## src/rtl/path_delay_seq.sv

```systemverilog
// path_delay_seq: measures the launch-to-capture delay of one of N_PATHS external paths.
// Each run performs num_trials launches on the selected path. Before every launch the path
// is allowed to settle, then its input is toggled. The number of clk edges until the
// synchronized output changes is counted, including the SYNC_STAGES synchronizer latency.
//
// Ports:
//   clk, rst_n       single rising-edge clock, asynchronous active-low reset
//   start            begins a run (sampled in IDLE only)
//   abort            cancels a run from any state; takes priority over start
//   path_sel         index of the path under test (latched on start)
//   num_trials       launches per run (latched on start; 0 completes immediately)
//   timeout          maximum MEASURE count per trial (latched on start; 0 means 255)
//   path_in          launch drive into the paths; keeps its level between trials
//   path_out         asynchronous path outputs
//   busy             high in every state except IDLE
//   done             one-cycle pulse when a run completes normally
//   delay_sum        saturating sum of per-trial counts
//   max_delay        largest per-trial count of the run
//   trial_cnt        number of trials completed
//   timeout_err      sticky, set if any trial timed out
module path_delay_seq #(
    parameter int unsigned N_PATHS       = 4,
    parameter int unsigned SETTLE_CYCLES = 16,
    parameter int unsigned SYNC_STAGES   = 2,
    localparam int unsigned SelW         = (N_PATHS > 1) ? $clog2(N_PATHS) : 1
) (
    input  logic               clk,
    input  logic               rst_n,
    input  logic               start,
    input  logic               abort,
    input  logic [SelW-1:0]    path_sel,
    input  logic [7:0]         num_trials,
    input  logic [7:0]         timeout,
    output logic [N_PATHS-1:0] path_in,
    input  logic [N_PATHS-1:0] path_out,
    output logic               busy,
    output logic               done,
    output logic [15:0]        delay_sum,
    output logic [7:0]         max_delay,
    output logic [7:0]         trial_cnt,
    output logic               timeout_err
);

    localparam int unsigned SetW = (SETTLE_CYCLES > 1) ? $clog2(SETTLE_CYCLES) : 1;

    typedef enum logic [2:0] {
        StIdle,
        StSettle,
        StLaunch,
        StMeasure,
        StRecord,
        StDone
    } state_e;

    state_e state_q, state_d;

    logic [SelW-1:0]                   sel_q, sel_d;
    logic [7:0]                        ntr_q, ntr_d;
    logic [7:0]                        tmo_q, tmo_d;
    logic [SetW-1:0]                   settle_q, settle_d;
    logic [7:0]                        cnt_q, cnt_d;
    logic                              base_q, base_d;
    logic [N_PATHS-1:0]                path_in_q, path_in_d;
    logic [15:0]                       sum_q, sum_d;
    logic [7:0]                        max_q, max_d;
    logic [7:0]                        trials_q, trials_d;
    logic                              terr_q, terr_d;
    logic [SYNC_STAGES-1:0][N_PATHS-1:0] sync_q;

    logic        sync_sel;
    logic [16:0] sum_ext;

    // Synchronizer chains; no reset dependence on FSM state.
    always_ff @(posedge clk or negedge rst_n) begin
        if (!rst_n) begin
            sync_q <= '0;
        end else begin
            sync_q[0] <= path_out;
            for (int s = 1; s < SYNC_STAGES; s++) begin
                sync_q[s] <= sync_q[s-1];
            end
        end
    end

    assign sync_sel = sync_q[SYNC_STAGES-1][sel_q];

    always_comb begin
        state_d   = state_q;
        sel_d     = sel_q;
        ntr_d     = ntr_q;
        tmo_d     = tmo_q;
        settle_d  = settle_q;
        cnt_d     = cnt_q;
        base_d    = base_q;
        path_in_d = path_in_q;
        sum_d     = sum_q;
        max_d     = max_q;
        trials_d  = trials_q;
        terr_d    = terr_q;
        sum_ext   = {1'b0, sum_q} + 17'(cnt_q);

        if (abort) begin
            // Everything else freezes, so results and path_in keep their values.
            state_d = StIdle;
        end else begin
            unique case (state_q)
                StIdle: begin
                    if (start) begin
                        sel_d    = path_sel;
                        ntr_d    = num_trials;
                        tmo_d    = (timeout == 8'd0) ? 8'hFF : timeout;
                        sum_d    = '0;
                        max_d    = '0;
                        trials_d = '0;
                        terr_d   = 1'b0;
                        settle_d = '0;
                        state_d  = (num_trials == 8'd0) ? StDone : StSettle;
                    end
                end
                StSettle: begin
                    if (settle_q == SetW'(SETTLE_CYCLES - 1)) begin
                        base_d  = sync_sel;
                        state_d = StLaunch;
                    end else begin
                        settle_d = settle_q + 1'b1;
                    end
                end
                StLaunch: begin
                    path_in_d[sel_q] = ~path_in_q[sel_q];
                    cnt_d            = '0;
                    state_d          = StMeasure;
                end
                StMeasure: begin
                    // cnt_q equals the number of edges since the launch edge.
                    if (sync_sel != base_q) begin
                        state_d = StRecord;
                    end else if (cnt_q == tmo_q) begin
                        terr_d  = 1'b1;
                        state_d = StRecord;
                    end else begin
                        cnt_d = cnt_q + 8'd1;
                    end
                end
                StRecord: begin
                    sum_d    = sum_ext[16] ? 16'hFFFF : sum_ext[15:0];
                    max_d    = (cnt_q > max_q) ? cnt_q : max_q;
                    trials_d = trials_q + 8'd1;
                    if (trials_d == ntr_q) begin
                        state_d = StDone;
                    end else begin
                        settle_d = '0;
                        state_d  = StSettle;
                    end
                end
                StDone: begin
                    state_d = StIdle;
                end
                default: begin
                    state_d = StIdle;
                end
            endcase
        end
    end

    always_ff @(posedge clk or negedge rst_n) begin
        if (!rst_n) begin
            state_q   <= StIdle;
            sel_q     <= '0;
            ntr_q     <= '0;
            tmo_q     <= '0;
            settle_q  <= '0;
            cnt_q     <= '0;
            base_q    <= 1'b0;
            path_in_q <= '0;
            sum_q     <= '0;
            max_q     <= '0;
            trials_q  <= '0;
            terr_q    <= 1'b0;
        end else begin
            state_q   <= state_d;
            sel_q     <= sel_d;
            ntr_q     <= ntr_d;
            tmo_q     <= tmo_d;
            settle_q  <= settle_d;
            cnt_q     <= cnt_d;
            base_q    <= base_d;
            path_in_q <= path_in_d;
            sum_q     <= sum_d;
            max_q     <= max_d;
            trials_q  <= trials_d;
            terr_q    <= terr_d;
        end
    end

    assign path_in     = path_in_q;
    assign busy        = (state_q != StIdle);
    assign done        = (state_q == StDone);
    assign delay_sum   = sum_q;
    assign max_delay   = max_q;
    assign trial_cnt   = trials_q;
    assign timeout_err = terr_q;

endmodule

```

## config.mk

```make
export PLATFORM = sky130hd
export DESIGN_NAME = path_delay_seq
export DESIGN_NICKNAME = d
export VERILOG_FILES = /design/src/rtl/path_delay_seq.sv
export SDC_FILE = /design/constraint.sdc
export NUM_CORES = 1
export LEC_CHECK = 0
export ABC_AREA = 1
export CORE_UTILIZATION = 40
export DETAILED_ROUTE_END_ITERATION = 10
export PLACE_DENSITY_LB_ADDON = 0.15
export SLEW_MARGIN = 0
export SYNTH_ARGS = -nofsm -noshare
export SYNTH_HDL_FRONTEND = slang
export SYNTH_SLANG_ARGS = --single-unit
```

## constraint.sdc

```tcl
create_clock -name clk -period 2.2 [get_ports clk]
set_input_delay 0.66 -clock clk [delete_from_list [all_inputs] [get_ports clk]]
set_output_delay 0.66 -clock clk [all_outputs]
set_load 0.03 [all_outputs]
```

==> results.sh, run 1 <==
export IMPL_clkTransAtPathRegs_ns=0.07
export IMPL_powerDensity_nw_per_um2=832
export IMPL_ff_latch_area_um2=1980
export IMPL_p_total_mw=5.04
export IMPL_ys_types=42
export IMPL_fin_skew_ns=0.00967
export IMPL_synth_most_common_cell="nand2_1"
export IMPL_yosysWarnings=0
export IMPL_cts_tree="built"
export IMPL_start_util_pct=41.5
export IMPL_nFillCells=1072
export IMPL_path_max_fanout=6
export IMPL_grt_first_pass_wirelength_mm=20.2
export IMPL_tns_ns=0
export IMPL_period_share_pct=98.4
export IMPL_grt_pass1_vias=4201
export IMPL_vias=4341
export IMPL_dp_final_hpwl_mm=8.73
export IMPL_core_um2=11500
export IMPL_die_h_um=111
export IMPL_maxCapViolations=0
export IMPL_hp_class="primary input to async pin"
export IMPL_antenna_cells=0
export IMPL_cpLargestDelayFamily="buffers and inverters"
export IMPL_post_route_drc_count=8
export IMPL_power_leakage_nw=2.96
export IMPL_min_period_ns=2.16
export IMPL_yosys_top_cells_area="dfrtp_1 (41%), nand2_1 (16%), nand3_1 (5.1%)"
export IMPL_violations="DRC"
export IMPL_crit_slowest_cell="clkdlybuf4s50_1"
export IMPL_clock_latency_ns=0.35
export IMPL_synth_async_reset_ratio_pct=100
export IMPL_drt_initial_drc_count=246
export IMPL_worst_setup_path_type="flip-flop to output pin"
export IMPL_synthTopCellsByCount="nand2_1 (208), dfrtp_1 (79), nor2_1 (53)"
export IMPL_slew_headroom_pct=24.7
export IMPL_via_per_inst=5.04
export IMPL_grt_overflow=0
export IMPL_reg2reg_slack_ns=0.24
export IMPL_place_congestion=0.877
export IMPL_clock_root_buffer="clkbuf_16"
export IMPL_multiInputGateArea_um2=2510
export IMPL_synth_seq_area_share_pct=41.4
export IMPL_worst_r2r_path_depth=11
export IMPL_mappedNetlistArea_um2=4780
export IMPL_maxSlewViolCount=0
export IMPL_synth_nets=672
export IMPL_portBuffers=64
export IMPL_h_tree_depth=3
export IMPL_r2r_start="delay_sum[0]"
export IMPL_cp_end_kind="output pin"
export IMPL_synthCells=626
export IMPL_max_stage_delay_ns=0.71
export IMPL_crit_required_ns=1.54
export IMPL_drive_above_1_share_pct=12.0
export IMPL_cp_arrival_ns=1.50
export IMPL_cts_hold_buf=0
export IMPL_crit_buf_inv=1
export IMPL_synth_edf_count=0
export IMPL_grt_max_degree=39
export IMPL_die_w_um=111
export IMPL_clockBufferDepth=2
export IMPL_rows=39
export IMPL_fin_ws_ns=0.0353
export IMPL_crit_path_cell_trace="clkdlybuf4s50_1"
export IMPL_status="complete, but fails checks"
export IMPL_vdd_drop_max_mv=0.797
export IMPL_post_cts_buffers=0
export IMPL_cts_buffers_inserted=9
export IMPL_firstDrtPassIters=8
export IMPL_synthToLayoutAreaGrowth_pct=26.8
export IMPL_finalWirelength_mm=11.8
export IMPL_yosysTopAreaCell="dfrtp_1"
export IMPL_ys_flop_type="dfrtp_1"
export IMPL_hold_viol_final=0
export IMPL_dieArea_um2=12400
export IMPL_setup_viol=0
export IMPL_cp_start_kind="flip-flop"
export IMPL_tightestPinTransition_ns=1.12
export IMPL_grt_util_all_layers_pct=20.5
export IMPL_clock_sinks=79
export IMPL_timing_rr_end="delay_sum[3]"
export IMPL_rsz0062_at_grt="no"
export IMPL_pin_count=65
export IMPL_fmax_ghz=0.462
export IMPL_ant_nets=0
export IMPL_synth_seq_cells=79
export IMPL_syn_avg_cell_area_um2=7.63
export IMPL_antenna_found_initial=0
export IMPL_post_place_ws_ns=0.0346
export IMPL_synth_top_cell_area_share_pct=41.4
export IMPL_num_nets_final=759
export IMPL_route_detailed_wl_per_inst_um=13.7
[layer usage]
metal	GRT usage, %	part of all wire, %
met1	27.4	48
met3	3.55	4.3
met4	7.84	1.4
met5	0	0
met2	33.1	47
[final cells by class]
class	count	area share [%]
clock buffers	9	3.72
clock inverters	7	1.28
inverters	63	4.03
multi-input cells	473	41.5
flip-flops and latches	79	32.7
well taps	143	2.95
repair buffers	87	13.8
[report_power, final]
group | total (mW) | internal (mW) | switching, mW
clock network | 1.57 | 0.894 | 0.673
registers | 1.91 | 1.71 | 0.206
logic | 1.56 | 0.581 | 0.979
total | 5.04 | 3.18 | 1.86
[state kept, by name, indices dropped and copies added (netlist names)]
name / count
path_in: 4
timeout_err: 1
sync_q: 8
base_q: 1
trial_cnt: 8
cnt_q: 8
delay_sum: 16
ntr_q: 8
settle_q: 4
sel_q: 2
state_q: 3
tmo_q: 8
max_delay: 8
[metrics by stage]
stage,hold WS (ns),utilization [%],instances,instance area (um2)
4_1_cts,0.304,52.2,860,6010
3_5_place_dp,0.335,49.6,844,5710
5_1_grt,0.331,52.6,861,6060
3_3_place_gp,0.335,49.6,844,5710
2_1_floorplan,0.331,-,626,4780
6_report,0.285,52.6,861,6060
[how the worst max path moves through the flow]
stage	startpoint	endpoint	slack, ns	cells after the start
global route	trial_cnt[4]	trial_cnt[4]	0.01	1
global placement	abort	delay_sum[9]	0.06	8
finish	delay_sum[10]	delay_sum[10]	0.04	1
floorplan	delay_sum[0]	delay_sum[2]	0.08	13
detailed placement	abort	delay_sum[11]	0.03	8
CTS	delay_sum[0]	delay_sum[3]	0.01	11
[repair_timing]
| action | CTS | global route |
|---|---|---|
| setup endpoints to repair | 4 | 18 |
| gates resized for setup | 4 | 9 |
| cloned | 0 | 1 |
| pin swaps | 0 | 0 |
| endpoints found under the hold margin | 0 | 0 |
[cell usage in the layout, fill, tap and decap left out, types with 2 or more instances in the layout]
master | Yosys | routed
nor4_1 | 5 | 5
nand2_4 | 2 | 4
inv_6 | 0 | 4
o21a_1 | 2 | 2
nor2_4 | 2 | 2
o21ai_0 | 23 | 23
xnor2_1 | 14 | 14
nor2_2 | 3 | 3
clkbuf_16 | 0 | 9
nor2_1 | 53 | 53
nand4_1 | 7 | 7
a21o_1 | 3 | 3
dfrtp_1 | 79 | 78
inv_4 | 3 | 3
nand3_1 | 49 | 48
nor3_1 | 10 | 10
nand3_2 | 2 | 3
clkdlybuf4s50_1 | 0 | 56
dlygate4sd2_1 | 0 | 4
o22ai_1 | 4 | 4
nand2_2 | 8 | 6
inv_1 | 52 | 52
o21ai_2 | 8 | 8
buf_12 | 0 | 2
a21oi_1 | 21 | 21
nor2_8 | 3 | 3
buf_4 | 1 | 22
nand2_1 | 208 | 208
ha_1 | 19 | 19
inv_2 | 8 | 8
o21ai_1 | 5 | 5
dlymetal6s2s_1 | 0 | 3
a31oi_1 | 3 | 3
xor2_1 | 6 | 6
nand3b_1 | 3 | 3
[kinds of logic (layout without fill, tap and decap cells)]
| logic type | after synthesis | in the layout | synth area share [%] |
|---|---|---|---|
| adders and majority gates | 20 | 20 | 5.39 |
| xor gates and xnor gates | 20 | 20 | 3.67 |
| buffers and inverters | 75 | 166 | 6.78 |
| and+or+nand+nor | 358 | 359 | 33.4 |
| DFF | 79 | 79 | 41.4 |
| AOI/OAI and AO/OA | 74 | 74 | 9.35 |
(Power assumes the default switching activity.)
==> run 2, diff against run 1 <==
--- a/config.mk
+++ b/config.mk
@@ -8,6 +8,7 @@
 export ABC_AREA = 1
 export CORE_UTILIZATION = 40
 export DETAILED_ROUTE_END_ITERATION = 10
+export GPL_TIMING_DRIVEN = 0
 export PLACE_DENSITY_LB_ADDON = 0.15
 export SLEW_MARGIN = 0
 export SYNTH_ARGS = -nofsm -noshare
==> run 2 against run 1 <==
  * The run still ends with DRC left
  * Register-to-register slack got worse by 0.08 ns
  * Clock-buffer cell count up 2
  * Worst hold slack worse by 0.054 ns
  * Critical path depth did not move
  * Total power up 0.19%
  * Routed wire length fell by 4.5%
  * Highest routed layer unchanged
  * Sequential power barely moved
  * First-iteration DRC count shrank 46%
  * Largest power group unchanged
  * Non-clock buffer count fell by 7
  * Via count is 2.1% lower
  * Cell count down 0.93%
  * Flip-flop and latch count is the same
==> results.sh, run 2 (synthesis gave the netlist of run 1 again) <==
export IMPL_status="complete, but fails checks"
export IMPL_violations="DRC"
export IMPL_slew_headroom_pct=57.5
export IMPL_via_per_inst=4.98
export IMPL_pin_count=65
export IMPL_clock_root_buffer="clkbuf_16"
export IMPL_timing_rr_end="delay_sum[13]"
export IMPL_firstDrtPassIters=7
export IMPL_p_total_mw=5.05
export IMPL_vias=4251
export IMPL_cp_arrival_ns=1.48
export IMPL_crit_buf_inv=1
export IMPL_crit_required_ns=1.54
export IMPL_h_tree_depth=3
export IMPL_worst_setup_path_type="flip-flop to output pin"
export IMPL_clkTransAtPathRegs_ns=0.06
export IMPL_cpLargestDelayFamily="buffers and inverters"
export IMPL_worst_r2r_path_depth=13
export IMPL_num_nets_final=751
export IMPL_period_share_pct=97.4
export IMPL_place_congestion=0.888
export IMPL_finalWirelength_mm=11.3
export IMPL_route_detailed_wl_per_inst_um=13.2
export IMPL_grt_first_pass_wirelength_mm=19.7
export IMPL_post_route_drc_count=9
export IMPL_antenna_found_initial=0
export IMPL_antenna_cells=0
export IMPL_maxSlewViolCount=0
export IMPL_drt_initial_drc_count=132
export IMPL_tightestPinTransition_ns=0.633
export IMPL_maxCapViolations=0
export IMPL_synthToLayoutAreaGrowth_pct=25.2
export IMPL_die_w_um=111
export IMPL_min_period_ns=2.14
export IMPL_crit_slowest_cell="clkdlybuf4s50_1"
export IMPL_vdd_drop_max_mv=0.527
export IMPL_max_stage_delay_ns=0.71
export IMPL_cts_buffers_inserted=9
export IMPL_cts_hold_buf=0
export IMPL_cp_start_kind="flip-flop"
export IMPL_core_um2=11500
export IMPL_grt_util_all_layers_pct=19.9
export IMPL_start_util_pct=41.5
export IMPL_cp_end_kind="output pin"
export IMPL_fin_skew_ns=0.00862
export IMPL_path_max_fanout=6
export IMPL_r2r_start="cnt_q[0]"
export IMPL_dieArea_um2=12400
export IMPL_portBuffers=64
export IMPL_grt_max_degree=56
export IMPL_die_h_um=111
export IMPL_nFillCells=1105
export IMPL_final_cell_mix="nand2_1 (208), dfrtp_1 (78), clkdlybuf4s50_1 (57), nor2_1 (53), inv_1 (51)"
export IMPL_hold_viol_final=0
export IMPL_rows=39
export IMPL_clockBufferDepth=2
export IMPL_hp_class="primary input to async pin"
export IMPL_grt_overflow=0
export IMPL_crit_path_cell_trace="clkdlybuf4s50_1"
export IMPL_cts_tree="built"
export IMPL_reg2reg_slack_ns=0.16
export IMPL_rsz0062_at_grt="no"
export IMPL_grt_pass1_vias=4107
export IMPL_ant_nets=0
export IMPL_fin_ws_ns=0.0568
export IMPL_powerDensity_nw_per_um2=844
export IMPL_clock_sinks=79
export IMPL_post_place_ws_ns=-0.231
export IMPL_dp_final_hpwl_mm=8.52
export IMPL_setup_viol=0
export IMPL_drive_above_1_share_pct=11.0
export IMPL_final_util_pct=51.9
export IMPL_clock_latency_ns=0.33
export IMPL_power_leakage_nw=2.91
export IMPL_largest_register_ffs=16
export IMPL_final_common_cell="nand2_1"
export IMPL_fmax_ghz=0.467
[run 2: cell types whose count changed in the layout (fill, tap and decap cells not counted), sizes merged]
cell	change
clkinv	+1
nand2	-1
clkdlybuf4s50	+1
inv	-4
buf	-10
dlygate4sd2	-2
clkbuf	+6
bufinv	+1
[run 2: metal layers]
metal | global-route usage, % | share of wire (%) | vias to the layer above
li1 | - | - | 2189
met1 | 27.1 | 48 | 1972
met2 | 31.5 | 46 | 76
met3 | 3.50 | 4.0 | 14
met4 | 7.48 | 1.6 | 0
met5 | 0 | 0 | -
[run 2: final cells by class]
cell class	count	area (um2)	share of cell area, %
Timing Repair Buffer	68	688	11.5
Inverter	63	244	4.08
Tap cell	143	179	2.99
Clock inverter	5	81.3	1.36
Buffer	12	80.1	1.34
Multi-Input combinational cell	472	2490	41.6
Clock buffer	11	243	4.06
Sequential cell	79	1980	33.1
[run 2: timing repair]
action                     4_1_cts  5_1_grt
pin swaps                        0        1
gates resized for setup          7        6
setup endpoints to repair       13       14
setup buffers                    1        2
[run 2: worst max-delay path by stage]
stage	start	endpoint	slack (ns)	cells past startpoint
global placement	rst_n	settle_q[0]	-2.43	1
detailed placement	abort	delay_sum[5]	-0.23	5
finish	delay_sum[10]	delay_sum[10]	0.06	1
floorplan	delay_sum[0]	delay_sum[2]	0.08	13
global route	cnt_q[0]	delay_sum[13]	0.002	13
CTS	state_q[0]	busy	0.01	5
[run 2: report_power, final]
group	switching, mW	total [mW]	internal [mW]
logic	0.947	1.51	0.567
clock network	0.591	1.62	1.02
registers	0.211	1.92	1.71
total	1.75	5.05	3.30
[run 2: through the flow]
| step | area, um2 | hold WS [ns] | instances | TNS [ns] |
|---|---|---|---|---|
| after CTS | 5960 | 0.239 | 851 | 0 |
| after global routing | 5980 | 0.254 | 853 | 0 |
| after floorplan | 4780 | 0.331 | 626 | 0 |
| after global placement | 5600 | 0.334 | 833 | -197.05 |
| final | 5980 | 0.232 | 853 | 0 |
| after detailed placement | 5620 | 0.335 | 834 | -5.92 |
